## src/rtl/meteor_pkg.sv

```systemverilog
// -----------------------------------------------------------------------------
// meteor_pkg
// Shared types and constants for the meteorite hit controller slice.
//   t_hit_state  : controller FSM states (IDLE, ARMED, FLASH, OVER)
//   t_tile       : 6-bit playfield tile coordinate
//   c_ScoreW     : width of the score output port (14 bits)
//   c_ScoreRegW  : width of the internal score register
//   to_bcd()     : converts a small integer constant to 4-digit BCD
// Optional feature macro: METEOR_SCORE_BCD_EN (BCD score instead of binary).
// -----------------------------------------------------------------------------
package meteor_pkg;

    typedef enum logic [1:0] {
        ST_IDLE  = 2'd0,
        ST_ARMED = 2'd1,
        ST_FLASH = 2'd2,
        ST_OVER  = 2'd3
    } t_hit_state;

    typedef logic [5:0] t_tile;

    localparam int c_ScoreW = 14;

`ifdef METEOR_SCORE_BCD_EN
    // Four full BCD digits are kept internally so 9999 is representable; the
    // port only carries the low 14 bits (2-bit thousands digit).
    localparam int c_ScoreRegW = 16;
`else
    localparam int c_ScoreRegW = c_ScoreW;
`endif

    // Constant-time conversion of the per-hit increment into packed BCD.
    function automatic logic [15:0] to_bcd(input int v);
        return {4'((v / 1000) % 10), 4'((v / 100) % 10), 4'((v / 10) % 10), 4'(v % 10)};
    endfunction

endpackage

```

## src/rtl/meteorite_hit_ctrl_if.sv

```systemverilog
// -----------------------------------------------------------------------------
// meteorite_hit_ctrl_if
// Bundles the game-side signals of the meteorite hit controller.
//   slave  modport : the controller (consumes coordinates, drives pulses/state)
//   master modport : the game logic around it (drives coordinates, reads state)
// Inputs : i_GameActive, i_FrameTick, i_MeteX/Y, i_BulletValid, i_BulletX/Y, i_ShipX
// Outputs: o_MeteHit, o_BulletKill, o_ShipHit, o_Score, o_Lives, o_Flash, o_GameOver
// -----------------------------------------------------------------------------
interface meteorite_hit_ctrl_if;
    import meteor_pkg::*;

    logic                i_GameActive;
    logic                i_FrameTick;
    t_tile               i_MeteX;
    t_tile               i_MeteY;
    logic                i_BulletValid;
    t_tile               i_BulletX;
    t_tile               i_BulletY;
    t_tile               i_ShipX;

    logic                o_MeteHit;
    logic                o_BulletKill;
    logic                o_ShipHit;
    logic [c_ScoreW-1:0] o_Score;
    logic [2:0]          o_Lives;
    logic                o_Flash;
    logic                o_GameOver;

    modport slave (
        input  i_GameActive, i_FrameTick, i_MeteX, i_MeteY,
               i_BulletValid, i_BulletX, i_BulletY, i_ShipX,
        output o_MeteHit, o_BulletKill, o_ShipHit, o_Score,
               o_Lives, o_Flash, o_GameOver
    );

    modport master (
        output i_GameActive, i_FrameTick, i_MeteX, i_MeteY,
               i_BulletValid, i_BulletX, i_BulletY, i_ShipX,
        input  o_MeteHit, o_BulletKill, o_ShipHit, o_Score,
               o_Lives, o_Flash, o_GameOver
    );

endinterface

```

## src/rtl/meteor_score_acc.sv

```systemverilog
// -----------------------------------------------------------------------------
// meteor_score_acc
// Combinational "score + c_HitPoints, saturated" for the hit controller.
//   i_Score : current score register (c_ScoreRegW bits)
//   o_Next  : score after one meteorite kill
// Default build: binary add through a 15-bit intermediate, clamp at c_ScoreMax.
// METEOR_SCORE_BCD_EN defined: 4-digit BCD add with per-digit carry, clamp at
// BCD 9999 (c_ScoreMax unused).
// -----------------------------------------------------------------------------
module meteor_score_acc
    import meteor_pkg::*;
#(
    parameter int c_HitPoints = 10,
    parameter int c_ScoreMax  = 9999
) (
    input  logic [c_ScoreRegW-1:0] i_Score,
    output logic [c_ScoreRegW-1:0] o_Next
);

`ifdef METEOR_SCORE_BCD_EN

    localparam logic [15:0] c_AddBcd = to_bcd(c_HitPoints);

    logic [15:0] sum_bcd;
    logic [4:0]  digit_sum;
    logic        carry;

    always_comb begin
        // NOTE: every combinational variable gets a default first so no
        // path through the block leaves it unassigned (no latch inferred).
        sum_bcd   = '0;
        digit_sum = '0;
        carry     = 1'b0;
        for (int d = 0; d < 4; d++) begin
            digit_sum = 5'(i_Score[4*d +: 4]) + 5'(c_AddBcd[4*d +: 4]) + 5'(carry);
            if (digit_sum > 5'd9) begin
                sum_bcd[4*d +: 4] = 4'(digit_sum - 5'd10);
                carry             = 1'b1;
            end else begin
                sum_bcd[4*d +: 4] = digit_sum[3:0];
                carry             = 1'b0;
            end
        end
        // A carry out of the thousands digit means the result passed 9999.
        o_Next = carry ? 16'h9999 : sum_bcd;
    end

`else

    typedef logic [c_ScoreW:0] t_sum;

    localparam t_sum c_Add = t_sum'(c_HitPoints);
    localparam t_sum c_Max = t_sum'(c_ScoreMax);

    t_sum sum;

    always_comb begin
        // The extra bit keeps the carry so 16383 + n cannot wrap below the max.
        sum    = t_sum'(i_Score) + c_Add;
        o_Next = (sum > c_Max) ? c_Max[c_ScoreW-1:0] : sum[c_ScoreW-1:0];
    end

`endif

endmodule

```

## src/rtl/meteorite_hit_ctrl.sv

```systemverilog
// -----------------------------------------------------------------------------
// meteorite_hit_ctrl
// Per-frame collision detector and game-state keeper for the meteorite game.
// Compares the meteorite tile against the bullet and ship tiles on each frame
// tick and issues registered one-cycle pulses to the bullet / meteorite
// controllers, while tracking score, lives, post-hit flash and game over.
// Ports:
//   i_Clk   : system / pixel clock
//   i_Rst_n : asynchronous active-low reset
//   bus     : meteorite_hit_ctrl_if.slave (coordinates in, pulses/state out)
// Optional feature macro: METEOR_SCORE_BCD_EN (BCD score in meteor_score_acc).
// -----------------------------------------------------------------------------
module meteorite_hit_ctrl
    import meteor_pkg::*;
#(
    parameter int c_GameWidth   = 40,
    parameter int c_GameHeight  = 30,
    parameter int c_Lives       = 3,
    parameter int c_HitPoints   = 10,
    parameter int c_ScoreMax    = 9999,
    parameter int c_FlashFrames = 8
) (
    input  logic           i_Clk,
    input  logic           i_Rst_n,
    meteorite_hit_ctrl_if.slave bus
);

    localparam t_tile      c_WidthTile  = t_tile'(c_GameWidth);
    localparam t_tile      c_HeightTile = t_tile'(c_GameHeight);
    localparam t_tile      c_ShipRow    = t_tile'(c_GameHeight - 2);
    localparam logic [2:0] c_LivesInit  = 3'(c_Lives);
    localparam logic [7:0] c_FlashInit  = 8'(c_FlashFrames);

    t_hit_state             state;
    logic                   mete_hit_q;
    logic                   bullet_kill_q;
    logic                   ship_hit_q;
    logic                   flash_q;
    logic                   game_over_q;
    logic [2:0]             lives_q;
    logic [7:0]             flash_cnt;
    logic [c_ScoreRegW-1:0] score_q;
    logic [c_ScoreRegW-1:0] score_next;

    logic       mete_on_screen;
    logic [6:0] mete_y_below;
    logic       bullet_hit;
    logic       ship_hit;

    // ------------------------------------------------------------------
    // Collision compares (combinational, consumed only on frame ticks)
    // ------------------------------------------------------------------
    assign mete_on_screen = (bus.i_MeteX < c_WidthTile) && (bus.i_MeteY < c_HeightTile);

    // Row below the meteorite, widened so row 63 + 1 cannot alias row 0.
    assign mete_y_below = {1'b0, bus.i_MeteY} + 7'd1;

    // The bullet may have stepped one row past the meteorite within a frame,
    // so the row directly below also counts as a hit.
    assign bullet_hit = mete_on_screen && bus.i_BulletValid
                     && (bus.i_BulletX == bus.i_MeteX)
                     && ((bus.i_BulletY == bus.i_MeteY)
                         || ({1'b0, bus.i_BulletY} == mete_y_below));

    assign ship_hit = mete_on_screen
                   && (bus.i_MeteX == bus.i_ShipX)
                   && (bus.i_MeteY == c_ShipRow);

    meteor_score_acc #(
        .c_HitPoints (c_HitPoints),
        .c_ScoreMax  (c_ScoreMax)
    ) u_score_acc (
        .i_Score (score_q),
        .o_Next  (score_next)
    );

    // ------------------------------------------------------------------
    // Controller FSM with registered outputs
    // ------------------------------------------------------------------
    always_ff @(posedge i_Clk or negedge i_Rst_n) begin
        // NOTE: all state lives in flops (no memories), so every register is
        // cleared by the async reset; sequential updates use <= only so the
        // order of statements below does not change what is sampled.
        if (!i_Rst_n) begin
            state         <= ST_IDLE;
            mete_hit_q    <= 1'b0;
            bullet_kill_q <= 1'b0;
            ship_hit_q    <= 1'b0;
            flash_q       <= 1'b0;
            game_over_q   <= 1'b0;
            lives_q       <= c_LivesInit;
            flash_cnt     <= '0;
            score_q       <= '0;
        end else begin
            // Pulses default low; a branch below raises them for one cycle.
            mete_hit_q    <= 1'b0;
            bullet_kill_q <= 1'b0;
            ship_hit_q    <= 1'b0;

            if (!bus.i_GameActive) begin
                // Game idle overrides everything; score, lives and the game
                // over flag stay visible until the next game starts.
                state   <= ST_IDLE;
                flash_q <= 1'b0;
            end else begin
                unique case (state)
                    ST_IDLE: begin
                        state       <= ST_ARMED;
                        score_q     <= '0;
                        lives_q     <= c_LivesInit;
                        game_over_q <= 1'b0;
                        flash_q     <= 1'b0;
                        flash_cnt   <= '0;
                    end

                    ST_ARMED: begin
                        if (bus.i_FrameTick) begin
                            if (bullet_hit) begin
                                // Bullet wins a same-frame tie with the ship.
                                mete_hit_q    <= 1'b1;
                                bullet_kill_q <= 1'b1;
                                score_q       <= score_next;
                            end else if (ship_hit) begin
                                mete_hit_q <= 1'b1;
                                ship_hit_q <= 1'b1;
                                if (lives_q <= 3'd1) begin
                                    lives_q     <= '0;
                                    game_over_q <= 1'b1;
                                    state       <= ST_OVER;
                                end else begin
                                    lives_q   <= lives_q - 3'd1;
                                    flash_q   <= 1'b1;
                                    flash_cnt <= c_FlashInit;
                                    state     <= ST_FLASH;
                                end
                            end
                        end
                    end

                    ST_FLASH: begin
                        // Ship is invulnerable here; bullets still score.
                        if (bus.i_FrameTick) begin
                            if (bullet_hit) begin
                                mete_hit_q    <= 1'b1;
                                bullet_kill_q <= 1'b1;
                                score_q       <= score_next;
                            end
                            if (flash_cnt <= 8'd1) begin
                                flash_q   <= 1'b0;
                                flash_cnt <= '0;
                                state     <= ST_ARMED;
                            end else begin
                                flash_cnt <= flash_cnt - 8'd1;
                            end
                        end
                    end

                    ST_OVER: begin
                        // Frozen until i_GameActive drops.
                        game_over_q <= 1'b1;
                    end

                    default: state <= ST_IDLE;
                endcase
            end
        end
    end

    assign bus.o_MeteHit    = mete_hit_q;
    assign bus.o_BulletKill = bullet_kill_q;
    assign bus.o_ShipHit    = ship_hit_q;
    assign bus.o_Score      = score_q[c_ScoreW-1:0];
    assign bus.o_Lives      = lives_q;
    assign bus.o_Flash      = flash_q;
    assign bus.o_GameOver   = game_over_q;

endmodule

```

## src/flat_wrapper.sv

```systemverilog
// flat-port wrapper written by rule: the top's interface ports become plain ports
module meteorite_hit_ctrl_flat import meteor_pkg::*;
#(
    parameter int c_GameWidth   = 40,
    parameter int c_GameHeight  = 30,
    parameter int c_Lives       = 3,
    parameter int c_HitPoints   = 10,
    parameter int c_ScoreMax    = 9999,
    parameter int c_FlashFrames = 8
)
  (i_Clk, i_Rst_n, bus_i_GameActive, bus_i_FrameTick, bus_i_MeteX, bus_i_MeteY, bus_i_BulletValid, bus_i_BulletX, bus_i_BulletY, bus_i_ShipX, bus_o_MeteHit, bus_o_BulletKill, bus_o_ShipHit, bus_o_Score, bus_o_Lives, bus_o_Flash, bus_o_GameOver);
  meteorite_hit_ctrl_if bus_i ();
  input  logic i_Clk;
  input  logic i_Rst_n;
  input wire logic [$bits(bus_i.i_GameActive)-1:0] bus_i_GameActive;
  input wire logic [$bits(bus_i.i_FrameTick)-1:0] bus_i_FrameTick;
  input wire logic [$bits(bus_i.i_MeteX)-1:0] bus_i_MeteX;
  input wire logic [$bits(bus_i.i_MeteY)-1:0] bus_i_MeteY;
  input wire logic [$bits(bus_i.i_BulletValid)-1:0] bus_i_BulletValid;
  input wire logic [$bits(bus_i.i_BulletX)-1:0] bus_i_BulletX;
  input wire logic [$bits(bus_i.i_BulletY)-1:0] bus_i_BulletY;
  input wire logic [$bits(bus_i.i_ShipX)-1:0] bus_i_ShipX;
  output wire logic [$bits(bus_i.o_MeteHit)-1:0] bus_o_MeteHit;
  output wire logic [$bits(bus_i.o_BulletKill)-1:0] bus_o_BulletKill;
  output wire logic [$bits(bus_i.o_ShipHit)-1:0] bus_o_ShipHit;
  output wire logic [$bits(bus_i.o_Score)-1:0] bus_o_Score;
  output wire logic [$bits(bus_i.o_Lives)-1:0] bus_o_Lives;
  output wire logic [$bits(bus_i.o_Flash)-1:0] bus_o_Flash;
  output wire logic [$bits(bus_i.o_GameOver)-1:0] bus_o_GameOver;
  assign bus_i.i_GameActive = bus_i_GameActive;
  assign bus_i.i_FrameTick = bus_i_FrameTick;
  assign bus_i.i_MeteX = bus_i_MeteX;
  assign bus_i.i_MeteY = bus_i_MeteY;
  assign bus_i.i_BulletValid = bus_i_BulletValid;
  assign bus_i.i_BulletX = bus_i_BulletX;
  assign bus_i.i_BulletY = bus_i_BulletY;
  assign bus_i.i_ShipX = bus_i_ShipX;
  assign bus_o_MeteHit = bus_i.o_MeteHit;
  assign bus_o_BulletKill = bus_i.o_BulletKill;
  assign bus_o_ShipHit = bus_i.o_ShipHit;
  assign bus_o_Score = bus_i.o_Score;
  assign bus_o_Lives = bus_i.o_Lives;
  assign bus_o_Flash = bus_i.o_Flash;
  assign bus_o_GameOver = bus_i.o_GameOver;
  meteorite_hit_ctrl #(.c_GameWidth(c_GameWidth), .c_GameHeight(c_GameHeight), .c_Lives(c_Lives), .c_HitPoints(c_HitPoints), .c_ScoreMax(c_ScoreMax), .c_FlashFrames(c_FlashFrames)) u_core (.i_Clk(i_Clk), .i_Rst_n(i_Rst_n), .bus(bus_i));
endmodule
```

## config.mk

```make
export PLATFORM = sky130hd
export DESIGN_NAME = meteorite_hit_ctrl_flat
export DESIGN_NICKNAME = d
export VERILOG_FILES = /design/src/rtl/meteor_pkg.sv /design/src/rtl/meteorite_hit_ctrl_if.sv /design/src/rtl/meteor_score_acc.sv /design/src/rtl/meteorite_hit_ctrl.sv /design/src/flat_wrapper.sv
export SDC_FILE = /design/constraint.sdc
export NUM_CORES = 1
export LEC_CHECK = 0
export CORE_UTILIZATION = 45
export CTS_BUF_LIST = sky130_fd_sc_hd__clkbuf_8 sky130_fd_sc_hd__clkbuf_16
export CTS_CLUSTER_SIZE = 24
export DETAILED_ROUTE_END_ITERATION = 10
export HOLD_SLACK_MARGIN = 0.02
export PLACE_DENSITY = 0.8
export SLEW_MARGIN = 20
export SYNTH_ARGS = -nofsm -noshare
export SYNTH_HDL_FRONTEND = slang
export SYNTH_HIERARCHICAL = 1
export SYNTH_SLANG_ARGS = --single-unit
```

## constraint.sdc

```tcl
create_clock -name i_Clk -period 4.1 [get_ports i_Clk]
set_input_delay 1.23 -clock i_Clk [delete_from_list [all_inputs] [get_ports i_Clk]]
set_output_delay 1.23 -clock i_Clk [all_outputs]
set_load 0.01 [all_outputs]
```

# Word-level counts from Yosys, hierarchy flattened
# Index checks and enable logic that the tools add are counted.
# totals
regBits	32
input_bits	35
output_inout_bits	22
wordCells	110
# op_classes
add_sub_neg	4
n_lt_le_gt_ge	5
eq_ne	23
mux	50
reduce_logical	19
# ops
operator	n
$mux W8	6
$mux W14	3
$pmux W14 S2	1
$mux W1	24
$pmux W8 S3	1
$eq A6 B6 Y1	3
$add A14 B4 Y15 const B	1
$gt A15 B14 Y1 const B	1
$reduce_and A7 Y1	2
$mux W2	6
$mux W3	4
$ne A3 B3 Y1 const B	4
$reduce_and A6 Y1	2
$le A8 B1 Y1 const B	1
$ne A2 B1 Y1 const B	4
$ne A2 B2 Y1 const B	4
$sub A8 B1 Y8 const B	1
$add A6 B1 Y7 const B	1
$eq A6 B7 Y1	1
$eq A6 B5 Y1 const B	1
$logic_and A1 B1 Y1	6
$lt A6 B5 Y1 const B	1
$lt A6 B6 Y1 const B	1
$ne A3 B2 Y1 const B	2
16 further kinds	20

# Logic depth before layout (Yosys ltp)
# Gate-level depths: netlist of run 1.
# logic_depth
ltp_word	9
mapped_depth	10
ltp_nobuf	9

# Hierarchy
# The synthesis of run 1 kept the hierarchy.
# modules_own_cells
module	n_inst	cells_per_inst	area_per_inst_um2	seq_area_each_um2
meteorite_hit_ctrl	1	233	2178.3	803.3
meteor_score_acc	1	80	619.3	0.0

# Least setup slack after synthesis of run 1
# Ideal clock, no wire load.
# synth_timing
kind	input port to flip-flop
start	input bus_i_MeteY[0]
end	register u_core.score_q[0] (netlist: u_core/bus.o_Score[0])
setup_time_ps	121
arrival_time_ps	3152
t_required_ps	3979
path_slack_ps	827
stages	10
path_buffers	1
cell_sequence	inv_1 > ha_1 > xor2_1 > a311oi_1 > o21ai_1 > nor3_1 > o211ai_1 > a211o_1 > buf_2 > a22o_1
# synth_via
elab_chain_len	7
elab_cells_between_ends	11
cone_classes	add/sub: 1; order compare: 1; eq/ne: 3; reduce/logical: 6
# synth_rtl
element	line	source
from (decl)	flat_wrapper.sv:18	input wire logic [$bits(bus_i.i_MeteY)-1:0] bus_i_MeteY;
parallel branches: the longest is 4 deep, another holds $add A6 B1 Y7	--	
$logic_and A1 B1 Y1 (*)	meteorite_hit_ctrl.sv:62	&& ((bus.i_BulletY == bus.i_MeteY)
$ne A2 B1 Y1 (no source line) (*)	--	
$reduce_and A4 Y1 (no source line) (*)	--	
to (signal assigned)	meteorite_hit_ctrl.sv:122	score_q <= score_next;
to (signal assigned)	meteorite_hit_ctrl.sv:146	score_q <= score_next;
to (decl)	meteorite_hit_ctrl.sv:42	logic [c_ScoreRegW-1:0] score_q;
# Mark *: on every way between the ends.
# A chain may end at the register's enable or synchronous reset.

# Final worst setup path of run 1
# layout_timing
start	input bus_i_MeteY[0]
end	register u_core.score_q[13] (netlist: u_core/bus.o_Score[13])
# Same word-level chain as after synthesis.

==> results.sh, run 1 <==
export IMPL_finalSetupViolCount=0
export IMPL_routed_wl_mm=6.73
export IMPL_cts_root_buf="clkbuf_8"
export IMPL_grt_max_degree=33
export IMPL_synth_area_leaders="dfrtp_1 27%, xnor2_1 6.9%, ha_1 5.4%, a22o_1 4.4%, a21oi_1 3.4%"
export IMPL_first_pass_iters=5
export IMPL_fin_area_um2=3550
export IMPL_crit_type="in2reg"
export IMPL_fin_nets=420
export IMPL_critPathArrivalTime_ns=3.89
export IMPL_wl_per_cell_um=15.0
export IMPL_synth_async_sr_flop_share_pct=100
export IMPL_syn_num_nets=360
export IMPL_start_kind="input port"
export IMPL_clockBufferDepth=2
export IMPL_drtIter0Drc=198
export IMPL_setup_tns_ns=0
export IMPL_required_ns=4.26
export IMPL_post_route_min_period_ns=3.72
export IMPL_cts_buffers=5
export IMPL_fin_crit_sh_pct=90.8
export IMPL_grt_overflow=0
export IMPL_syn_inst=313
export IMPL_seq_area_frac_synth_pct=28.7
export IMPL_switching_share_pct=33.5
export IMPL_ios=57
export IMPL_setup_worst_path_start="bus_i_MeteY[0]"
export IMPL_start_util_pct=47.0
export IMPL_p_clk_share_pct=31.1
export IMPL_antenna_left=0
export IMPL_antenna_found_initial=0
export IMPL_tightest_slew_ns=0.654
export IMPL_max_freq_mhz=268
export IMPL_synth_seq_cells=32
export IMPL_switchingPower_mw=0.320
export IMPL_rr_startpoint="u_core/bus.o_Score[1]"
export IMPL_core_um2=5960
export IMPL_seqPwrFrac_pct=35.8
export IMPL_track_usage_pct=22.3
export IMPL_syn_cell_area_um2=2800
export IMPL_synth_top_area_cell="dfrtp_1"
export IMPL_grt_pass1_wl_mm=11.4
export IMPL_hold_path_class="reg2reg"
export IMPL_worst_path_max_fanout=14
export IMPL_dpl_cell_area_um2=3440
export IMPL_reg2reg_to="u_core/bus.o_Score[1]"
export IMPL_viasPerCell=5.94
export IMPL_cts_setup_buffers=0
export IMPL_layout_common_cells="56 x clkdlybuf4s50_1, 30 x dfrtp_1, 23 x nand2_1, 22 x xnor2_1, 20 x nor2_1"
export IMPL_drc_errors=0
export IMPL_status="finished, final reports clean"
export IMPL_crit_path_end="u_core/bus.o_Score[13]"
export IMPL_avgSynthCellArea_um2=8.94
export IMPL_drv_slew=0
export IMPL_clk_pin_slew_ns=0.07
export IMPL_powerDensity_nw_per_um2=269
export IMPL_clock_latency_ns=0.28
export IMPL_grt_pass1_vias=2470
export IMPL_drv_cap=0
export IMPL_layout_commonest_cell="clkdlybuf4s50_1"
export IMPL_p_leak_nw=1.43
export IMPL_drive_gt1_share_pct=10.2
export IMPL_ctsResizeCount=0
export IMPL_synth_warnings=6
export IMPL_ys_types=66
export IMPL_max_vdd_ir_drop_mv=0.170
export IMPL_syn_to_final_growth_pct=26.9
export IMPL_max_slew_margin_pct=56.4
export IMPL_p_int_mw=0.635
export IMPL_p_comb_share_pct=33.2
export IMPL_dp_hpwl_mm=5.12
export IMPL_dieHeight_um=80.9
export IMPL_finalClockSkew_ns=0.00979
export IMPL_h_tree_depth=2
export IMPL_die_x_um=80.9
export IMPL_die_area_um2=6540
export IMPL_cp_end_kind="register"
export IMPL_hold_violations=0
export IMPL_vias=2667
export IMPL_cts_tree="yes"
export IMPL_r2r_setup_slack_ns=1.28
export IMPL_reg2reg_depth=8
export IMPL_place_congestion=0.871
export IMPL_synth_edf_count=0
export IMPL_numPortBuffers=56
export IMPL_ys_flop_type="dfrtp_1"
export IMPL_hold_buffers=0
export IMPL_diodes=0
export IMPL_cts_sinks=32
export IMPL_yosysTopAreaCellShare_pct=26.8
export IMPL_row_count=28
export IMPL_rsz0062_at_grt="false"
[routing by layer]
layer / GRT usage, % / up-vias / part of all wire, % / wire length, um
li1: - / 1305 / - / -
met1: 29.1 / 1263 / 44 / 2990
met2: 37.6 / 95 / 50 / 3340
met3: 4.04 / 4 / 5.2 / 347
met4: 6.07 / 0 / 0.76 / 51
met5: 0 / - / 0 / 0
[cell usage after synthesis, types with 4 or more instances]
| master | number |
|---|---|
| nand2_1 | 23 |
| dfrtp_1 | 30 |
| nand3_1 | 10 |
| xor2_1 | 10 |
| clkbuf_1 | 4 |
| o31ai_1 | 6 |
| a21oi_1 | 19 |
| a22o_1 | 14 |
| a21o_1 | 5 |
| ha_1 | 12 |
| xnor2_1 | 22 |
| o21ai_0 | 16 |
| nor4_1 | 7 |
| nor2_1 | 20 |
| nor3_1 | 10 |
| nand4_1 | 9 |
| inv_1 | 17 |
[how the worst min path moves through the flow]
| stage | from | end | slack (ns) | depth (start not counted) |
|---|---|---|---|---|
| finish | u_core/bus.o_Lives[1] | u_core/bus.o_Lives[1] | 0.53 | 2 |
| global route | u_core/bus.o_Lives[1] | u_core/bus.o_Lives[1] | 0.58 | 2 |
| global placement | u_core/bus.o_Lives[1] | u_core/bus.o_Lives[1] | 0.51 | 2 |
| CTS | u_core/flash_cnt[7] | u_core/flash_cnt[7] | 0.53 | 1 |
| detailed placement | u_core/flash_cnt[7] | u_core/flash_cnt[7] | 0.52 | 1 |
| floorplan | u_core/flash_cnt[7] | u_core/flash_cnt[7] | 0.48 | 1 |
[cell families (layout without fill, tap and decap cells)]
logic type	count (synthesis)	count (layout)	synth area share (%)
AOI/OAI and AO/OA	100	100	28.7
xor gates and xnor gates	32	32	10.0
adders and majority gates	12	12	5.37
buffers and inverters	26	87	4.38
DFF	32	32	28.7
muxes	2	2	0.760
and+or+nand+nor	109	109	22.0
[power by group through the flow]
stage / Sequential, mW / Combinational [mW] / Clock (mW)
floorplan: 0.347 / 0.215 / 0
global placement: 0.347 / 0.306 / 0
detailed placement: 0.347 / 0.311 / 0
CTS: 0.341 / 0.312 / 0.301
global route: 0.344 / 0.351 / 0.319
finish: 0.342 / 0.317 / 0.297
[stage by stage]
| step | power [mW] | hold WS, ns | setup WS, ns | util [%] | instances |
|---|---|---|---|---|---|
| floorplan | 0.563 | 0.477 | 0.827 | - | 313 |
| global placement | 0.653 | 0.506 | 0.172 | 57.7 | 441 |
| detailed placement | 0.658 | 0.517 | 0.0811 | 57.7 | 441 |
| CTS | 0.954 | 0.533 | 0.382 | 59.6 | 449 |
| global route | 1.01 | 0.577 | 0.0848 | 59.6 | 449 |
| finish | 0.955 | 0.528 | 0.375 | 59.6 | 449 |
[sequential cells by signal (all words and copies together) (netlist names)]
register,flops
u_core/flash_cnt,8
u_core/bus.o_Lives,3
u_core/state,2
u_core/bus.o_MeteHit,1
u_core/bus.o_BulletKill,1
u_core/bus.o_GameOver,1
u_core/bus.o_Score,14
u_core/bus.o_ShipHit,1
u_core/bus.o_Flash,1
[critical path, stage by stage]
cell and delay, ns:
clkdlybuf4s50_1 0.55, inv_1 0.06, ha_1 0.30, xor2_1 0.15, a311oi_1 0.26, o21ai_1 0.15, nor3_1 0.26, o211ai_1 0.11
a211o_1 0.51, a22o_1 0.31
[layout make-up]
class,count,area (um2)
clock buffers,5,68.8
clock inverters,3,42.5
fillers,527,2410
inverters,17,63.8
multi-input cells,255,1870
flip-flops and latches,32,803
well taps,75,93.8
repair buffers,62,606
Note: power is estimated with default switching activity, not from simulation.
==> run 2, diff against run 1 <==
--- a/config.mk
+++ b/config.mk
@@ -9,8 +9,9 @@
 export CTS_BUF_LIST = sky130_fd_sc_hd__clkbuf_8 sky130_fd_sc_hd__clkbuf_16
 export CTS_CLUSTER_SIZE = 24
 export DETAILED_ROUTE_END_ITERATION = 10
+export GPL_ROUTABILITY_DRIVEN = 0
 export HOLD_SLACK_MARGIN = 0.02
-export PLACE_DENSITY = 0.8
+export PLACE_DENSITY = 0.71
 export SLEW_MARGIN = 20
 export SYNTH_ARGS = -nofsm -noshare
 export SYNTH_HDL_FRONTEND = slang
==> run 2 against run 1 <==
  * Sequential cell count stayed put
  * Critical path type unchanged
  * Critical path depth unchanged
  * Highest routed layer unchanged
  * Total power up 1.0%
  * Clock power increased by 4%
  * Worst setup slack gained 0.0014 ns
  * Global-route usage increased by 1.3 points
  * Count of clock-buffer cells in the layout did not move
  * Design area up 0.42%
  * Hold slack got worse by 0.0084 ns
  * Wire length up 3.5%
  * Sequential share of layout area fell by 0.095 points
==> results.sh, run 2 (same netlist as run 1, synthesis figures left out) <==
export IMPL_worst_slack_ns=0.377
export IMPL_drc_errors=0
export IMPL_vias=2641
export IMPL_crit_type="in2reg"
export IMPL_finalSetupViolCount=0
export IMPL_hold_violations=0
export IMPL_grt_max_degree=33
export IMPL_status="finished, final reports clean"
export IMPL_cts_root_buf="clkbuf_8"
export IMPL_first_pass_iters=4
export IMPL_reg2reg_depth=8
export IMPL_drv_cap=0
export IMPL_hold_path_class="reg2reg"
export IMPL_critPathSlowestCell="clkdlybuf4s50_1"
export IMPL_start_kind="input port"
export IMPL_max_vdd_ir_drop_mv=0.161
export IMPL_clock_latency_ns=0.29
export IMPL_dp_hpwl_mm=5.31
export IMPL_viasPerCell=5.86
export IMPL_wl_per_cell_um=15.4
export IMPL_dieHeight_um=80.9
export IMPL_antenna_found_initial=0
export IMPL_die_x_um=80.9
export IMPL_max_stage_delay_ns=0.55
export IMPL_cp_end_kind="register"
export IMPL_start_util_pct=47.0
export IMPL_die_area_um2=6540
export IMPL_r2r_setup_slack_ns=1.24
export IMPL_worst_path_max_fanout=14
export IMPL_powerDensity_nw_per_um2=271
export IMPL_grt_pass1_wl_mm=12.0
export IMPL_rsz0062_at_grt="false"
export IMPL_cts_buffers=5
export IMPL_cts_setup_buffers=0
export IMPL_grt_overflow=0
export IMPL_cts_sinks=32
export IMPL_rr_startpoint="u_core/bus.o_Score[1]"
export IMPL_antenna_left=0
export IMPL_ctsResizeCount=0
export IMPL_setup_worst_path_start="bus_i_MeteY[1]"
export IMPL_reg2reg_to="u_core/bus.o_Score[8]"
export IMPL_diodes=0
export IMPL_fin_crit_sh_pct=90.8
export IMPL_track_usage_pct=23.6
export IMPL_clockBufferDepth=2
export IMPL_crit_path_end="u_core/bus.o_Score[1]"
export IMPL_critPathArrivalTime_ns=3.90
export IMPL_cts_tree="yes"
export IMPL_hold_buffers=0
export IMPL_drv_slew=0
export IMPL_syn_to_final_growth_pct=27.4
export IMPL_place_ws_ns=0.0643
export IMPL_max_freq_mhz=269
export IMPL_fin_nets=422
export IMPL_drtIter0Drc=201
export IMPL_p_leak_nw=1.44
export IMPL_post_route_min_period_ns=3.72
export IMPL_layout_commonest_cell="clkdlybuf4s50_1"
export IMPL_finalClockSkew_ns=0.00978
export IMPL_p_total_mw=0.965
export IMPL_cp_cell_sequence="clkdlybuf4s50_1, inv_1, ha_1, xor2_1, a311oi_1, o21ai_1, nor3_1, o211ai_1, a211o_1, a22o_1"
export IMPL_setup_tns_ns=0
export IMPL_required_ns=4.27
export IMPL_routed_wl_mm=6.97
export IMPL_core_um2=5960
export IMPL_tightest_slew_ns=0.633
export IMPL_ios=57
export IMPL_clk_pin_slew_ns=0.07
export IMPL_h_tree_depth=2
export IMPL_n_fill_cell=567
export IMPL_numPortBuffers=56
export IMPL_grt_pass1_vias=2571
export IMPL_largest_reg_flops=14
export IMPL_row_count=28
export IMPL_layout_common_cells="56 x clkdlybuf4s50_1, 30 x dfrtp_1, 23 x nand2_1, 22 x xnor2_1, 20 x nor2_1"
export IMPL_max_slew_margin_pct=57.8
export IMPL_drive_gt1_share_pct=10.6
run 2: changes by cell type in the layout (fill, tap and decap cells not counted):
| cell | change |
|---|---|
| buf_4 | +2 |
run 2: metrics by stage:
step | cell area, um2 | utilization [%] | std cells | hold WS, ns
after CTS | 3560 | 59.9 | 451 | 0.529
final | 3560 | 59.9 | 451 | 0.520
after global placement | 3450 | 58.0 | 443 | 0.510
after global routing | 3560 | 59.9 | 451 | 0.542
after floorplan | 2800 | - | 313 | 0.477
after detailed placement | 3450 | 58.0 | 443 | 0.518
run 2: area by class of cell:
class	instances	area (um2)	share of cell area (%)
multi-input combinational	255	1870	52.5
sequential	32	803	22.5
timing repair buffer	64	621	17.4
tap	75	93.8	2.63
clock buffer	5	68.8	1.93
inverter	17	63.8	1.79
clock inverter	3	42.5	1.19
run 2: worst max-delay path: cells and delay by family:
kind	cells	cell delay (ns)
buf+inv	2	0.63
simple gates	1	0.26
xor+xnor	1	0.14
fa+ha+maj	1	0.28
compound gates	5	1.36
run 2: worst min-delay path by stage:
| stage | start | to | depth (start not counted) |
|---|---|---|---|
| CTS | u_core/bus.o_Lives[1] | u_core/bus.o_Lives[1] | 2 |
| global route | u_core/bus.o_Lives[1] | u_core/bus.o_Lives[1] | 2 |
| floorplan | u_core/flash_cnt[7] | u_core/flash_cnt[7] | 1 |
| finish | u_core/bus.o_Lives[1] | u_core/bus.o_Lives[1] | 2 |
| detailed placement | u_core/bus.o_Lives[1] | u_core/bus.o_Lives[1] | 2 |
| global placement | u_core/bus.o_Lives[1] | u_core/bus.o_Lives[1] | 2 |
run 2: power by group:
part / leakage, nW / switching [mW] / internal (mW) / total [mW]
logic: 0.951 / 0.189 / 0.127 / 0.316
registers: 0.438 / 0.0122 / 0.329 / 0.341
clock network: 0.0541 / 0.128 / 0.180 / 0.308
total: 1.44 / 0.330 / 0.636 / 0.965
run 2: per-layer routing:
layer | global-route usage (%) | vias to the layer above | share of wire, %
met5 | 0 | - | 0
met4 | 9.29 | 0 | 1.9
met3 | 3.71 | 9 | 4.5
met2 | 38.3 | 70 | 48
met1 | 31.2 | 1257 | 46
li1 | - | 1305 | -
